[src/rtl/pipeline_stall_controller.sv]
// Front-end controller for the 5-stage MIPS core: PC, IF/ID register, stall/flush/mem-wait sequencing.
// Optional macro PERF_CNT_EN builds the saturating stall/flush/mem-wait performance counters.
module pipeline_stall_controller #(
   parameter logic [31:0] RESET_PC  = 32'h0000_0000,
   parameter int          MAX_STALL = 15,
   parameter int          CNT_W     = 16
) (
   input  logic             clk,
   input  logic             rst,
   input  logic             PCWrite,
   input  logic             IFIDWrite,
   input  logic             setZero,
   input  logic             branchTaken,
   input  logic [31:0]      branchTarget,
   input  logic             memBusy,
   input  logic [31:0]      instIn,
   output logic [31:0]      pc,
   output logic [31:0]      ifidInst,
   output logic [31:0]      ifidPcPlus4,
   output logic             ifidValid,
   output logic             bubble,
   output logic             freeze,
   output logic [1:0]       stateOut,
   output logic             stallTimeout,
   output logic [CNT_W-1:0] stallCycles,
   output logic [CNT_W-1:0] flushCount,
   output logic [CNT_W-1:0] memWaitCycles
);

   typedef enum logic [1:0] {
      ST_RUN     = 2'd0,
      ST_LDSTALL = 2'd1,
      ST_MEMWAIT = 2'd2,
      ST_FLUSH   = 2'd3
   } state_e;

   localparam int              RL_W   = (MAX_STALL < 2) ? 1 : $clog2(MAX_STALL + 1);
   localparam logic [RL_W-1:0] RL_MAX = RL_W'(MAX_STALL);

   logic [31:0]     pc_q, pc_d;
   logic [31:0]     ifid_inst_q, ifid_inst_d;
   logic [31:0]     ifid_pc_plus4_q, ifid_pc_plus4_d;
   logic            ifid_valid_q, ifid_valid_d;
   state_e          state_q, state_d;
   logic [RL_W-1:0] run_len_q, run_len_d;
   logic            timeout_q, timeout_d;
   logic [31:0]     pc_plus4;

   // NOTE: every variable gets a default at the top of the block, so no path can infer a latch.
   always_comb begin
      pc_plus4        = pc_q + 32'd4;
      pc_d            = pc_q;
      ifid_inst_d     = ifid_inst_q;
      ifid_pc_plus4_d = ifid_pc_plus4_q;
      ifid_valid_d    = ifid_valid_q;
      state_d         = state_q;
      run_len_d       = '0;
      timeout_d       = timeout_q;

      if (memBusy) begin
         // Whole front end holds; a pending redirect is re-presented by EX once memory is ready.
         state_d = ST_MEMWAIT;
      end else if (branchTaken) begin
         pc_d            = branchTarget;
         ifid_inst_d     = '0;
         ifid_pc_plus4_d = '0;
         ifid_valid_d    = 1'b0;
         state_d         = ST_FLUSH;
      end else if (!PCWrite || !IFIDWrite) begin
         if (PCWrite) begin
            pc_d = pc_plus4;
         end
         if (IFIDWrite) begin
            ifid_inst_d     = instIn;
            ifid_pc_plus4_d = pc_plus4;
            ifid_valid_d    = 1'b1;
         end
         state_d   = ST_LDSTALL;
         run_len_d = (run_len_q == RL_MAX) ? RL_MAX : run_len_q + RL_W'(1);
         if (run_len_d == RL_MAX) begin
            timeout_d = 1'b1;
         end
      end else begin
         pc_d            = pc_plus4;
         ifid_inst_d     = instIn;
         ifid_pc_plus4_d = pc_plus4;
         ifid_valid_d    = 1'b1;
         state_d         = ST_RUN;
      end
   end

   // NOTE: state registers use non-blocking assignments so every flop samples pre-edge values.
   always_ff @(posedge clk or negedge rst) begin
      if (!rst) begin
         pc_q            <= RESET_PC;
         ifid_inst_q     <= '0;
         ifid_pc_plus4_q <= '0;
         ifid_valid_q    <= 1'b0;
         state_q         <= ST_RUN;
         run_len_q       <= '0;
         timeout_q       <= 1'b0;
      end else begin
         pc_q            <= pc_d;
         ifid_inst_q     <= ifid_inst_d;
         ifid_pc_plus4_q <= ifid_pc_plus4_d;
         ifid_valid_q    <= ifid_valid_d;
         state_q         <= state_d;
         run_len_q       <= run_len_d;
         timeout_q       <= timeout_d;
      end
   end

`ifdef PERF_CNT_EN
   localparam logic [CNT_W-1:0] CNT_MAX = '1;

   logic [CNT_W-1:0] stall_cnt_q, stall_cnt_d;
   logic [CNT_W-1:0] flush_cnt_q, flush_cnt_d;
   logic [CNT_W-1:0] memwait_cnt_q, memwait_cnt_d;

   // Each counter advances on edges entering its state and sticks at all-ones.
   always_comb begin
      stall_cnt_d   = stall_cnt_q;
      flush_cnt_d   = flush_cnt_q;
      memwait_cnt_d = memwait_cnt_q;
      if (state_d == ST_LDSTALL && stall_cnt_q != CNT_MAX) begin
         stall_cnt_d = stall_cnt_q + CNT_W'(1);
      end
      if (state_d == ST_FLUSH && flush_cnt_q != CNT_MAX) begin
         flush_cnt_d = flush_cnt_q + CNT_W'(1);
      end
      if (state_d == ST_MEMWAIT && memwait_cnt_q != CNT_MAX) begin
         memwait_cnt_d = memwait_cnt_q + CNT_W'(1);
      end
   end

   always_ff @(posedge clk or negedge rst) begin
      if (!rst) begin
         stall_cnt_q   <= '0;
         flush_cnt_q   <= '0;
         memwait_cnt_q <= '0;
      end else begin
         stall_cnt_q   <= stall_cnt_d;
         flush_cnt_q   <= flush_cnt_d;
         memwait_cnt_q <= memwait_cnt_d;
      end
   end

   assign stallCycles   = stall_cnt_q;
   assign flushCount    = flush_cnt_q;
   assign memWaitCycles = memwait_cnt_q;
`else
   assign stallCycles   = '0;
   assign flushCount    = '0;
   assign memWaitCycles = '0;
`endif

   assign pc           = pc_q;
   assign ifidInst     = ifid_inst_q;
   assign ifidPcPlus4  = ifid_pc_plus4_q;
   assign ifidValid    = ifid_valid_q;
   assign stateOut     = state_q;
   assign stallTimeout = timeout_q;
   assign bubble       = ~memBusy & (setZero | branchTaken);
   assign freeze       = memBusy;

endmodule

[config.mk]
export PLATFORM = sky130hd
export DESIGN_NAME = pipeline_stall_controller
export DESIGN_NICKNAME = d
export VERILOG_FILES = /design/src/rtl/pipeline_stall_controller.sv
export SDC_FILE = /design/constraint.sdc
export NUM_CORES = 1
export LEC_CHECK = 0
export ABC_AREA = 1
export CAP_MARGIN = 20
export CORE_UTILIZATION = 30
export DETAILED_ROUTE_END_ITERATION = 12
export PLACE_DENSITY = 0.6
export SLEW_MARGIN = 20
export SYNTH_ARGS = -nofsm -noshare
export SYNTH_HDL_FRONTEND = slang
export SYNTH_SLANG_ARGS = --single-unit
[constraint.sdc]
create_clock -name clk -period 3.9 [get_ports clk]
set_input_delay 0.78 -clock clk [delete_from_list [all_inputs] [get_ports clk]]
set_output_delay 0.78 -clock clk [all_outputs]
set_load 0.005 [all_outputs]
==> impl_metrics.env <==
export IMPL_wl_per_cell_um=14.2
export IMPL_syn_inst=680
export IMPL_postSynthAreaPerCell_um2=7.95
export IMPL_die_y_um=136
export IMPL_wirelength_mm=15.2
export IMPL_die_w_um=136
export IMPL_clk_pin_slew_ns=0.07
export IMPL_maxCapViolCount=0
export IMPL_ys_ff_latch=104
export IMPL_cts_path_max_buffers=2
export IMPL_fp_dieArea_um2=18600
export IMPL_maxSlewViolCount=0
export IMPL_grtUsageMet1=0.226
export IMPL_fill_cells=1772
export IMPL_holdWs_ns=0.439
export IMPL_synth_warnings=0
export IMPL_synthSimpleGateAreaFrac=0.280
export IMPL_fin_setup_tns_ns=0
export IMPL_synth_compound_area_share=0.104
export IMPL_cts_buffers=9
export IMPL_cp_max_fo=6
export IMPL_drive_gt1_frac=0.0629
export IMPL_place_gp_congestion=0.833
export IMPL_grt_overflow=0
export IMPL_htreeDepth=3
export IMPL_antenna_cells=0
export IMPL_grt_pass1_vias=4565
export IMPL_cp_slowest_stage_delay_ns=0.65
export IMPL_num_io_pins=221
export IMPL_crit_buf_inv=2
export IMPL_placementRows=48
export IMPL_drtPass1Iterations=5
export IMPL_synthMuxAreaShare=0
export IMPL_worstPathArrival_ns=2.13
export IMPL_vias=4790
export IMPL_root_buffer="clkbuf_16"
export IMPL_status="completed"
export IMPL_cts_tree="yes"
export IMPL_synth_xor_area_share=0.00810
export IMPL_grt_met2_usage=0.263
export IMPL_vias_per_cell=4.49
export IMPL_holdBufCountCts=0
export IMPL_yosysUniqueCellTypes=31
export IMPL_drt_iter0_markers=275
export IMPL_slowest_stage="clkdlybuf4s50_1"
export IMPL_dp_hpwl_mm=10.8
export IMPL_endpoint_kind="output port"
export IMPL_netlist_area_um2=5410
export IMPL_crit_chain="clkdlybuf4s50_1 > nor2_1 > nor2_1 > clkdlybuf4s50_1"
export IMPL_drc=0
export IMPL_antenna_found_initial=0
export IMPL_startpoint="branchTaken"
export IMPL_rsz0062_at_grt="false"
export IMPL_period_needed_ns=2.91
export IMPL_cpLargestDelayFamily="buffers and inverters"
export IMPL_powerDensity_nw_per_um2=414
export IMPL_worstPathRequired_ns=3.12
export IMPL_clk_latency_ns=0.35
export IMPL_ant_nets=0
export IMPL_grt_busiest_layer="met2"
export IMPL_finalNetCount=910
export IMPL_post_cts_buffers=0
export IMPL_area_growth_pct=37.8
export IMPL_slew_headroom=0.483
export IMPL_initial_core_util=0.309
export IMPL_regArea_um2=2600
export IMPL_ctsResizeCount=0
export IMPL_multiInputGateArea_um2=2340
export IMPL_synth_adder_area_share=0.00463
export IMPL_setup_viol_count_final=0
export IMPL_coreArea_um2=17500
export IMPL_start_kind="input port"
export IMPL_synth_top_family_by_area="simple AND/OR/NAND/NOR gates"
export IMPL_critPathKind="input port to output port"
export IMPL_crit_reg2reg_launch="pc[2]$_DFFE_PN0P_"
export IMPL_fmax_mhz=344
export IMPL_ir_worst_vdd_mv=0.197
export IMPL_grt_total_usage=0.170
export IMPL_seq_area_frac_synth=0.481
export IMPL_hold_viol_final=0
export IMPL_p_leak_nw=3.46
export IMPL_port_buffers=172
export IMPL_grt_pass1_wl_mm=24.1
export IMPL_finalCritPeriodShare=0.746
export IMPL_hold_class="input port to asynchronous set/reset pin"
export IMPL_skew_ns=0.00917
export IMPL_cts_sinks=104
export IMPL_worst_pin_slew_ns=0.776
export IMPL_grt_max_degree=68
export IMPL_grt_use_met3=0.0488
-- layer usage --
metal	up-vias	routed length, um	share of wire
met5	-	0	0
met4	0	218	0.014
met3	14	1210	0.080
met2	169	6850	0.45
met1	2201	6920	0.46
li1	2406	-	-
-- power by group --
part	switching, mW	internal, mW	total, mW
Clock	0.421	0.515	0.937
Combinational	0.373	0.424	0.798
Sequential	0.130	1.22	1.35
Total	0.924	2.16	3.08
-- placed cells by master (no fill, tap or decap), types with 2 or more instances in the layout --
master,n
a21oi_1,45
a21oi_2,2
a22oi_1,9
a31oi_1,3
and2_1,3
buf_12,2
buf_4,5
clkbuf_16,9
clkdlybuf4s50_1,171
clkinv_2,2
conb_1,48
dfrtp_1,104
ha_1,2
inv_1,33
inv_2,5
nand2_1,204
nand2_2,2
nand2_4,3
nand3_1,68
nand3_2,2
nor2_1,53
nor2_2,5
nor2_4,8
o21ai_0,12
o21ai_1,25
o21ai_2,2
xnor2_1,3
xor2_1,2
-- worst reg2reg max path: cells and delay by family (launching register included) --
kind / cells / cell delay [ns]
XOR/XNOR: 1 / 0.20
adder cells (fa/ha/maj): 1 / 0.19
flip-flops: 1 / 0.41
AND/OR/NAND/NOR: 7 / 0.82
-- cell families (layout without fill, tap and decap cells) --
kind of cell             count (synthesis)  in the layout
other                                    1             48
buffers and inverters                  117            232
AND/OR/NAND/NOR                        349            349
AO/OA/AOI/OAI                          102            102
adder cells (fa/ha/maj)                  2              2
XOR/XNOR                                 5              5
flip-flops                             104            104
-- worst paths after layout --
kind                                               to  slack [ns]  depth (start not counted)
setup / recovery                               bubble        0.99                          4
hold / removal             ifidPcPlus4[9]$_DFFE_PN0P_        0.44                          1
setup reg to reg                   pc[18]$_DFFE_PN0P_        2.19                          9
hold reg to reg              ifidInst[12]$_DFFE_PN0P_        0.48                          2
max in group asynchronous     ifidInst[1]$_DFFE_PN0P_        2.72                          2
min in group clk             ifidInst[12]$_DFFE_PN0P_        0.48                          2
-- per-stage QoR --
| step | utilization | instance area (um^2) | setup WS, ns | power, mW | std cells |
|---|---|---|---|---|---|
| global route | 0.426 | 7450 | 0.938 | 3.28 | 1067 |
| CTS | 0.426 | 7450 | 0.994 | 3.13 | 1067 |
| global placement | 0.409 | 7150 | 0.982 | 2.17 | 1051 |
| floorplan | - | 5580 | 1.78 | 1.72 | 727 |
| detailed placement | 0.409 | 7150 | 0.946 | 2.17 | 1051 |
| finish | 0.426 | 7450 | 0.991 | 3.08 | 1067 |
-- area by class of cell --
cell class                      instances  share of cell area
Timing Repair Buffer                  178               0.240
Sequential cell                       104               0.349
Inverter                               38              0.0191
Multi-Input combinational cell        506               0.314
Tap cell                              225              0.0378
Clock buffer                           11              0.0326
Clock inverter                          5             0.00756
-- sequential cells by signal, summed over array words and instances, names as in the netlist --
name	count
run_len_q	4
ifidInst	32
stateOut	2
pc	32
ifidValid	1
ifidPcPlus4	32
stallTimeout	1
-- Yosys cell counts --
cell / instances / share of area
nand2_1: 204 / 0.14
nor2_4: 8 / 0.017
xor2_1: 2 / 0.0032
a21oi_1: 45 / 0.042
a31oi_1: 3 / 0.0035
nand3_2: 2 / 0.0037
buf_4: 51 / 0.071
ha_1: 2 / 0.0046
xnor2_1: 3 / 0.0049
nor3_1: 1 / 0.00092
a22oi_1: 9 / 0.012
and2_1: 3 / 0.0035
inv_1: 33 / 0.023
dfrtp_1: 104 / 0.48
o21bai_1: 1 / 0.0014
nor2_2: 5 / 0.0058
o21ai_1: 26 / 0.024
clkbuf_1: 13 / 0.0090
nand2_4: 3 / 0.0062
inv_2: 5 / 0.0035
nor2_1: 53 / 0.037
buf_6: 1 / 0.0021
nand2_2: 2 / 0.0023
a21oi_2: 2 / 0.0032
buf_2: 14 / 0.013
o21ai_0: 12 / 0.011
nand3_1: 68 / 0.063
conb_1: 1 / 0.00069
o21ai_2: 2 / 0.0032
a31o_2: 1 / 0.0016
a211oi_1: 1 / 0.0014
No activity file was read; power rests on OpenSTA's default activity.
